===== config.mk =====
export PLATFORM = sky130hd
export DESIGN_NAME = fetch_ctrl_flat
export DESIGN_NICKNAME = d
export VERILOG_FILES = /design/src/rtl/fetch_ctrl_if.sv /design/src/rtl/fetch_ctrl.sv /design/src/flat_wrapper.sv
export SDC_FILE = /design/constraint.sdc
export NUM_CORES = 1
export LEC_CHECK = 0
export CAP_MARGIN = 20
export CORE_ASPECT_RATIO = 0.6
export CORE_MARGIN = 3
export CORE_UTILIZATION = 36
export CTS_CLUSTER_SIZE = 14
export DETAILED_ROUTE_END_ITERATION = 6
export GPL_TIMING_DRIVEN = 0
export PLACE_DENSITY = 0.75
export SYNTH_ARGS = -nofsm -noshare
export SYNTH_HDL_FRONTEND = slang
export SYNTH_SLANG_ARGS = --single-unit

===== constraint.sdc =====
create_clock -name CLK -period 1.6 [get_ports CLK]
set_input_delay 0.16 -clock CLK [delete_from_list [all_inputs] [get_ports CLK]]
set_output_delay 0.16 -clock CLK [all_outputs]
set_load 0.03 [all_outputs]

===== src/rtl/fetch_ctrl_if.sv =====
// Fetch-side bundle between the run controller, the instruction ROM and the datapath/decoder.
// FETCH_CYCLE_CNT_EN adds the cycle_cnt field.
interface fetch_ctrl_if;
    logic       start;
    logic       stall;
    logic [8:0] inst_in;
    logic       br_abs;
    logic       br_rel;
    logic [7:0] br_target;
    logic [7:0] br_offset;
    logic [7:0] PC;
    logic [8:0] inst_out;
    logic       running;
    logic       done;
`ifdef FETCH_CYCLE_CNT_EN
    logic [15:0] cycle_cnt;

    modport slave  (input  start, stall, inst_in, br_abs, br_rel, br_target, br_offset,
                    output PC, inst_out, running, done, cycle_cnt);
    modport master (output start, stall, inst_in, br_abs, br_rel, br_target, br_offset,
                    input  PC, inst_out, running, done, cycle_cnt);
`else
    modport slave  (input  start, stall, inst_in, br_abs, br_rel, br_target, br_offset,
                    output PC, inst_out, running, done);
    modport master (output start, stall, inst_in, br_abs, br_rel, br_target, br_offset,
                    input  PC, inst_out, running, done);
`endif
endinterface


===== src/rtl/fetch_ctrl.sv =====
// PC/fetch sequencer with IDLE/RUN/HALTED run control, stall hold and halt detection.
// Optional FETCH_CYCLE_CNT_EN adds a saturating count of cycles spent in RUN.
module fetch_ctrl #(
    parameter logic [7:0] START_ADDR = 8'd0,
    parameter logic [8:0] HALT_WORD  = 9'h1FF
) (
    input  logic          CLK,
    input  logic          reset,
    fetch_ctrl_if.slave   bus
);

    typedef enum logic [1:0] {
        S_IDLE   = 2'd0,
        S_RUN    = 2'd1,
        S_HALTED = 2'd2
    } state_e;

    state_e     state_q, state_d;
    logic [7:0] pc_q, pc_d;
    logic       running_q, running_d;
    logic       done_q, done_d;
`ifdef FETCH_CYCLE_CNT_EN
    logic [15:0] cycle_cnt_q, cycle_cnt_d;
`endif

    // State register
    always_ff @(posedge CLK) begin
        if (reset) begin
            // NOTE: sequential state uses non-blocking assignments so every flop samples pre-edge values.
            state_q   <= S_IDLE;
            pc_q      <= START_ADDR;
            running_q <= 1'b0;
            done_q    <= 1'b0;
`ifdef FETCH_CYCLE_CNT_EN
            cycle_cnt_q <= 16'd0;
`endif
        end else begin
            state_q   <= state_d;
            pc_q      <= pc_d;
            running_q <= running_d;
            done_q    <= done_d;
`ifdef FETCH_CYCLE_CNT_EN
            cycle_cnt_q <= cycle_cnt_d;
`endif
        end
    end

    // Next-state and PC update
    always_comb begin
        // NOTE: defaults first so every path assigns every signal and no latch is inferred.
        state_d = state_q;
        pc_d    = pc_q;
        unique case (state_q)
            S_IDLE, S_HALTED: begin
                if (bus.start) begin
                    state_d = S_RUN;
                    pc_d    = START_ADDR;
                end
            end
            S_RUN: begin
                if (!bus.stall) begin
                    if (bus.inst_in == HALT_WORD) begin
                        state_d = S_HALTED;
                    end else if (bus.br_abs) begin
                        pc_d = bus.br_target;
                    end else if (bus.br_rel) begin
                        // Sign extension to 8 bits is the identity, so a plain 8-bit add wraps correctly.
                        pc_d = pc_q + bus.br_offset;
                    end else begin
                        pc_d = pc_q + 8'd1;
                    end
                end
            end
            default: state_d = S_IDLE;
        endcase
    end

`ifdef FETCH_CYCLE_CNT_EN
    always_comb begin
        cycle_cnt_d = cycle_cnt_q;
        if (state_q == S_RUN) begin
            if (cycle_cnt_q != 16'hFFFF) cycle_cnt_d = cycle_cnt_q + 16'd1;
        end else if (bus.start) begin
            cycle_cnt_d = 16'd0;
        end
    end
    assign bus.cycle_cnt = cycle_cnt_q;
`endif

    // Outputs: running/done are registered decodes of the next state
    always_comb begin
        running_d = (state_d == S_RUN);
        done_d    = (state_d == S_HALTED);
    end

    assign bus.PC       = pc_q;
    assign bus.running  = running_q;
    assign bus.done     = done_q;
    assign bus.inst_out = running_q ? bus.inst_in : HALT_WORD;

endmodule


===== src/flat_wrapper.sv =====
// flat-port wrapper written by rule: the top's interface ports become plain ports
module fetch_ctrl_flat 
#(
    parameter logic [7:0] START_ADDR = 8'd0,
    parameter logic [8:0] HALT_WORD  = 9'h1FF
)
  (CLK, reset, bus_start, bus_stall, bus_inst_in, bus_br_abs, bus_br_rel, bus_br_target, bus_br_offset, bus_PC, bus_inst_out, bus_running, bus_done);
  fetch_ctrl_if bus_i ();
  input  logic CLK;
  input  logic reset;
  input wire logic [$bits(bus_i.start)-1:0] bus_start;
  input wire logic [$bits(bus_i.stall)-1:0] bus_stall;
  input wire logic [$bits(bus_i.inst_in)-1:0] bus_inst_in;
  input wire logic [$bits(bus_i.br_abs)-1:0] bus_br_abs;
  input wire logic [$bits(bus_i.br_rel)-1:0] bus_br_rel;
  input wire logic [$bits(bus_i.br_target)-1:0] bus_br_target;
  input wire logic [$bits(bus_i.br_offset)-1:0] bus_br_offset;
  output wire logic [$bits(bus_i.PC)-1:0] bus_PC;
  output wire logic [$bits(bus_i.inst_out)-1:0] bus_inst_out;
  output wire logic [$bits(bus_i.running)-1:0] bus_running;
  output wire logic [$bits(bus_i.done)-1:0] bus_done;
  assign bus_i.start = bus_start;
  assign bus_i.stall = bus_stall;
  assign bus_i.inst_in = bus_inst_in;
  assign bus_i.br_abs = bus_br_abs;
  assign bus_i.br_rel = bus_br_rel;
  assign bus_i.br_target = bus_br_target;
  assign bus_i.br_offset = bus_br_offset;
  assign bus_PC = bus_i.PC;
  assign bus_inst_out = bus_i.inst_out;
  assign bus_running = bus_i.running;
  assign bus_done = bus_i.done;
  fetch_ctrl #(.START_ADDR(START_ADDR), .HALT_WORD(HALT_WORD)) u_core (.CLK(CLK), .reset(reset), .bus(bus_i));
endmodule

Word level (Yosys, flattened, before mapping)
Index checks and enable logic that the tools add are counted.
{ "op_classes": {"addsub": 2, "n_eq_ne": 8, "muxes": 11, "reduce_logical": 4} }
{ "ops": {"columns": ["cell", "count"], "rows": [
  ["$mux W8", 5],
  ["$pmux W8 S2", 1],
  ["$eq A9 B9 Y1 const B", 1],
  ["$mux W9", 1],
  ["$add A8 B1 Y8 const B", 1],
  ["$add A8 B8 Y8", 1],
  ["$mux W2", 3],
  ["$ne A2 B2 Y1 const B", 3],
  ["$eq A2 B1 Y1 const B", 2],
  ["$eq A2 B2 Y1 const B", 2],
  ["$pmux W2 S2", 1],
  ["$reduce_and A4 Y1", 1],
  ["$logic_not A2 Y1", 1],
  ["$reduce_bool A2 Y1", 1],
  ["$reduce_or A2 Y1", 1]
]} }
{ "word_totals": {"regBits": 12, "inputBits": 31, "out_inout_bits": 19, "wordCells": 29} }

Longest topological paths before layout
{ "depth": {"depth_word": 6, "mapped_depth": 9, "mapped_depth_nobuf": 9} }

Worst setup path before layout
Ideal clock, no wire load.
{ "synth_timing": {"path_kind": "register -> register", "startpoint": "reg u_core.pc_q[0] (netlist: u_core.bus.PC[0])", "endpoint": "reg u_core.pc_q[6] (netlist: u_core.bus.PC[6])", "setup_ps": 88, "t_arrival_ps": 1844, "required_ps": 1512, "setup_slack_ps": -332, "path_stages_with_launch": 9, "n_path_buf": 0, "period_less_slack_ps": 1932, "path_cell_list": "dfxtp_1 ha_1 inv_1 fa_1 nor2b_1 o31a_1 o21ai_0 o31a_1 a311oi_2"} }
{ "synth_between": {"elab_chain_cells": 6, "word_cells_on_any_way": 7, "classes_between": "add/sub: 2; mux: 5"} }
{ "synth_rtl": {"columns": ["element", "line_no", "rtl"], "rows": [
  ["start: declaration", "fetch_ctrl.sv:19", "logic [7:0] pc_q, pc_d;"],
  ["start signal: assignment", "fetch_ctrl.sv:39", "pc_q <= pc_d;"],
  ["$add A8 B1 Y8 / $add A8 B8 Y8 (equally long branches)", "fetch_ctrl.sv:70, fetch_ctrl.sv:68", null],
  ["$mux W8 *", "fetch_ctrl.sv:66", "end else if (bus.br_rel) begin"],
  ["$mux W8 *", "fetch_ctrl.sv:64", "end else if (bus.br_abs) begin"],
  ["$mux W8 *", "fetch_ctrl.sv:62", "if (bus.inst_in == HALT_WORD) begin"],
  ["$mux W8 *", "fetch_ctrl.sv:61", "if (!bus.stall) begin"],
  ["$pmux W8 S2 *", "fetch_ctrl.sv:53", "unique case (state_q)"]
]} }
Every way passes the cells marked *; elsewhere a longest branch is shown, timed or not. The select of a mux whose other input is x is not followed.
A chain may end at the register's enable or synchronous reset.

Worst setup path in the final report
Same ends and word-level chain as after synthesis.

==> report_table.html <==
<table>
<tr><th>Metric</th><th>Value</th></tr>
<tr><th colspan="2">Yosys</th></tr>
<tr><td>Post-synthesis instance total</td><td>129</td></tr>
<tr><td>Avg Cell Area, Syn</td><td>8.050 µm²</td></tr>
<tr><td>Number of synthesized register bits</td><td>12</td></tr>
<tr><td>Warning count from the yosys run</td><td>0</td></tr>
<tr><td>Unique masters post-synth</td><td>40</td></tr>
<tr><td>Area of the mapped netlist</td><td>1038 µm²</td></tr>
<tr><td>Syn_nets</td><td>168</td></tr>
<tr><td>Fraction of the yosys area taken by sequential cells</td><td>23.13%</td></tr>
<tr><th colspan="2">Finish</th></tr>
<tr><td>Antenna Diode Count</td><td>0</td></tr>
<tr><td>Cell area after layout</td><td>1856 µm²</td></tr>
<tr><td>Multi-input combinational cell area</td><td>899.6 µm²</td></tr>
<tr><td>Cell Count, Final, Fillers Out</td><td>222</td></tr>
<tr><td>Sequential cell area</td><td>251.5 µm²</td></tr>
<tr><td>Number of nets at the end of the flow</td><td>230</td></tr>
<tr><td>Area overhead of the layout relative to synthesis</td><td>78.67%</td></tr>
<tr><td>Number of filler cells placed in the layout</td><td>189</td></tr>
<tr><td>Proportion of layout cells with a drive suffix above 1</td><td>29.47%</td></tr>
<tr><th colspan="2">Critical path</th></tr>
<tr><td>Critical Path Slowest Stage Cell</td><td>dfxtp_4</td></tr>
<tr><td>Setup crit end kind</td><td>flip-flop</td></tr>
<tr><td>Worst Path Max Fanout</td><td>3</td></tr>
<tr><td>Critical Path Start</td><td>u_core.bus.PC[0]</td></tr>
<tr><td>R2R setup slack</td><td>-0.21 ns</td></tr>
<tr><td>Beginning of the worst register-to-register path</td><td>u_core.bus.PC[0]</td></tr>
<tr><td>Type of the setup path with the least slack</td><td>flip-flop to flip-flop</td></tr>
<tr><td>Peak per-stage delay on the critical path</td><td>0.36 ns</td></tr>
<tr><td>Critical path, cell by cell</td><td>ha_4 -&gt; inv_2 -&gt; fa_2 -&gt; nor2b_2 -&gt; o31a_1 -&gt; o21ai_1 -&gt; o31a_1 -&gt; a311oi_2</td></tr>
<tr><td>Top cell by count, worst path</td><td>o31a_1</td></tr>
<tr><td>Arrival time of the worst setup path</td><td>1.98 ns</td></tr>
<tr><td>Critical path data required time</td><td>1.77 ns</td></tr>
<tr><td>Critical Path Source Type</td><td>flip-flop</td></tr>
<tr><th colspan="2">Worst hold path</th></tr>
<tr><td>Hold WC Path Type</td><td>flip-flop to flip-flop</td></tr>
<tr><td>Hold wc startpoint</td><td>u_core.bus.PC[2]</td></tr>
<tr><th colspan="2">Power and ir drop</th></tr>
<tr><td>Power density relative to cell area</td><td>577.0 nW/µm²</td></tr>
<tr><td>Highest ir drop seen on vdd</td><td>0.4312 mV</td></tr>
<tr><td>Pleak</td><td>0.6945 nW</td></tr>
<tr><th colspan="2">Clocking</th></tr>
<tr><td>TritonCTS clock tree</td><td>built</td></tr>
<tr><td>Clock input transition at the sequential cells of the worst setup and hold paths</td><td>0.06 ns</td></tr>
<tr><td>Clock tree buffer depth</td><td>2</td></tr>
<tr><td>Htree depth</td><td>1</td></tr>
<tr><td>Clock Sink Count</td><td>12</td></tr>
<tr><td>Num CTS Buffers</td><td>3</td></tr>
<tr><td>Clock latency at the later pin of the worst-skew pair</td><td>0.25 ns</td></tr>
<tr><td>Root buf cell</td><td>clkbuf_8</td></tr>
<tr><th colspan="2">STA</th></tr>
<tr><td>Finish-stage setup viols</td><td>6</td></tr>
<tr><td>Least-Margin Pin Slew</td><td>0.5969 ns</td></tr>
<tr><td>Setup repair after global routing missed its margin</td><td>true</td></tr>
<tr><td>Minimum clock period after layout</td><td>1.809 ns</td></tr>
<tr><td>Tcrit/Tclk final</td><td>113.1%</td></tr>
<tr><td>Highest clock frequency the design can meet</td><td>552.8 MHz</td></tr>
<tr><td>Relative slew slack</td><td>60.21%</td></tr>
<tr><td>Final max-slew violation count</td><td>0</td></tr>
<tr><td>Final hold viol count</td><td>0</td></tr>
<tr><td>Final worst clock skew</td><td>0.009617 ns</td></tr>
<tr><td>Final WS setup</td><td>-0.2091 ns</td></tr>
<tr><th colspan="2">Floorplanning</th></tr>
<tr><td>Placeable core region</td><td>2628 µm²</td></tr>
<tr><td>Die width</td><td>75.34 µm</td></tr>
<tr><td>Full die area</td><td>3587 µm²</td></tr>
<tr><td>Initial core utilization</td><td>39.52%</td></tr>
<tr><td>Overall die height</td><td>47.61 µm</td></tr>
<tr><td>Row cnt</td><td>14</td></tr>
<tr><td>IO Pins</td><td>50</td></tr>
<tr><th colspan="2">Placement</th></tr>
<tr><td>RePlAce Congestion</td><td>0.8695</td></tr>
<tr><td>PortBufs</td><td>49</td></tr>
<tr><td>Worst slack after detailed placement</td><td>-0.8431 ns</td></tr>
<tr><td>HPWL after DPL</td><td>2.737 mm</td></tr>
<tr><td>Standard cell area after detailed placement</td><td>1604 µm²</td></tr>
<tr><td>Cell Count Post-Placement</td><td>210</td></tr>
<tr><th colspan="2">Global routing</th></tr>
<tr><td>Via count of the first global-routing pass</td><td>1039</td></tr>
<tr><td>First-pass GRT wire length</td><td>5.230 mm</td></tr>
<tr><td>Global routing usage summed across all routing layers</td><td>20.34%</td></tr>
<tr><td>Pin count of the biggest net entering global routing</td><td>11</td></tr>
<tr><td>GRT overflow</td><td>0</td></tr>
<tr><td>Antenna violations before repair</td><td>0</td></tr>
<tr><th colspan="2">Routing</th></tr>
<tr><td>Post-DRT Antenna Nets</td><td>0</td></tr>
<tr><td>Number of remaining DRC errors</td><td>0</td></tr>
<tr><td>Routed length per instance</td><td>18.15 µm</td></tr>
<tr><td>First-iteration detailed-routing DRC count</td><td>93</td></tr>
<tr><td>Final WL</td><td>4.029 mm</td></tr>
<tr><td>Ratio of routed vias to standard cells</td><td>5.716</td></tr>
<tr><td>DRT Pass-1 Iters</td><td>4</td></tr>
<tr><td>Number of vias after detailed routing</td><td>1269</td></tr>
<tr><th colspan="2">Outcome</th></tr>
<tr><td>Status</td><td>complete, but fails checks</td></tr>
<tr><td>Failing checks</td><td>setup timing</td></tr>
<tr><th colspan="2">Run</th></tr>
<tr><td>Number of maximum-capacitance constraint violations</td><td>0</td></tr>
</table>
-- synthesized netlist by cell type --
library cell / instances / area (µm²)
nor2b_1: 2 / 12.51
a31oi_1: 2 / 12.51
nand2_4: 1 / 11.26
and2_4: 1 / 8.760
nand2_1: 9 / 33.78
clkbuf_1: 1 / 3.750
o211ai_1: 1 / 7.510
and2b_1: 2 / 15.01
nand2b_1: 11 / 68.82
a21o_1: 1 / 7.510
nor2_1: 10 / 37.54
o41ai_1: 1 / 8.760
and2b_2: 1 / 8.760
buf_6: 1 / 11.26
a311oi_2: 2 / 30.03
ha_1: 7 / 87.58
dfxtp_1: 12 / 240.2
fa_1: 1 / 20.02
xor2_1: 2 / 17.52
and3_1: 1 / 6.260
nor3b_1: 5 / 37.54
inv_1: 4 / 15.01
buf_1: 1 / 3.750
a21oi_1: 8 / 40.04
nand4_1: 1 / 6.260
a211oi_2: 1 / 12.51
o31a_1: 2 / 17.52
nand3_1: 4 / 20.02
o21ai_0: 6 / 30.03
nor3_1: 4 / 20.02
a211oi_1: 4 / 30.03
buf_2: 2 / 10.01
mux2_2: 1 / 11.26
or3_4: 1 / 11.26
o21a_1: 1 / 7.510
mux2i_1: 1 / 10.01
o21ai_1: 1 / 5.000
a21oi_2: 6 / 52.55
nand4b_1: 2 / 17.52
and2_1: 5 / 31.28
-- logic make-up (layout without fill, tap and decap cells) --
group,Yosys count,count (layout),synth area share (%)
buffers and inverters,9,70,4.216
muxes,2,2,2.048
AOI/OAI and AO/OA,36,36,25.18
and+or+nand+nor,60,60,33.38
xor gates and xnor gates,2,2,1.687
DFF,12,12,23.13
adders and majority gates,8,8,10.36
-- report_power, final --
| group | leakage (nW) | switching [W] | internal, W | total, W |
|---|---|---|---|---|
| logic | 0.565 | 0.000198 | 0.000195 | 0.000393 |
| clock network | 0.0288 | 0.000130 | 0.000218 | 0.000348 |
| registers | 0.101 | 0.0000190 | 0.000311 | 0.000330 |
| total | 0.694 | 0.000347 | 0.000724 | 0.00107 |
-- metrics by stage --
step                hold slack, ns  TNS (ns)  util (%)  total power [W]
detailed placement          0.4891    -4.784     61.05        0.0006823
CTS                         0.4983   -0.5990     66.90         0.001049
global placement            0.4776    -4.386     61.05        0.0006726
global route                0.5315    -1.320     70.62         0.001113
finish                      0.5165   -0.9909     70.62         0.001071
floorplan                   0.2279   -0.1618         -        0.0005201
-- worst max-delay path: cells and delay by family (launching register included) --
kind	cells	cell delay [ns]
AO/OA/AOI/OAI	4	0.63
buffers and inverters	1	0.04
adder cells (fa/ha/maj)	2	0.52
flip-flops	1	0.36
AND/OR/NAND/NOR	1	0.19
-- final timing paths --
path / to / cells after the start
worst max register to register: u_core.bus.PC[6] / 8
worst max-delay path: u_core.bus.PC[6] / 8
worst min-delay path: u_core.bus.PC[2] / 2
worst min register to register: u_core.bus.PC[2] / 2
-- per-layer routing --
metal | part of all wire, % | up-vias | global-route usage, %
li1 | - | 584 | -
met1 | 46 | 587 | 30.51
met2 | 41 | 72 | 28.64
met3 | 8.5 | 26 | 5.451
met4 | 4.3 | 0 | 4.878
met5 | 0 | - | 0
-- repair_timing --
| action | 4_1_cts | 5_1_grt |
|---|---|---|
| hold endpoints to repair | 0 | 0 |
| hold buffers | 0 | 0 |
| pin swaps | 14 | 8 |
| setup buffers | 5 | 3 |
| resized for setup | 25 | 18 |
| endpoints found under the setup margin | 17 | 8 |
-- layout make-up --
cell class / instances / share of cell area [%]
inverters: 4 / 0.8092
multi-input cells: 108 / 48.48
well taps: 32 / 2.158
repair buffers: 57 / 30.48
clock buffers: 4 / 2.967
flip-flops and latches: 12 / 13.55
plain buffers: 5 / 1.551
-- state kept, by name (all words and copies together) (netlist names) --
register	flops
u_core.bus.PC	8
u_core.bus.done	1
u_core.state_q	2
u_core.bus.running	1
-- cells in the final DEF (no fill, tap or decap), types with 2 or more instances in the layout --
cell type,n
buf_4,5
nand3_1,4
buf_6,3
dlymetal6s2s_1,3
and2b_1,2
nor2_1,8
inv_2,2
a311oi_2,2
o21ai_0,3
clkbuf_8,4
clkdlybuf4s50_1,39
dfxtp_1,7
dfxtp_4,2
nor2_4,2
nand2b_1,10
o31a_1,2
a211oi_1,2
inv_1,2
dlygate4sd2_1,6
a211oi_2,2
nand4b_1,2
a21oi_2,7
nand2_1,8
o21ai_1,3
ha_4,5
and2_1,4
and2_4,2
a21oi_1,7
nor3_1,3
dfxtp_2,3
a31oi_1,2
xor2_1,2
nor3b_1,5
buf_2,3
(Power assumes the default switching activity.)
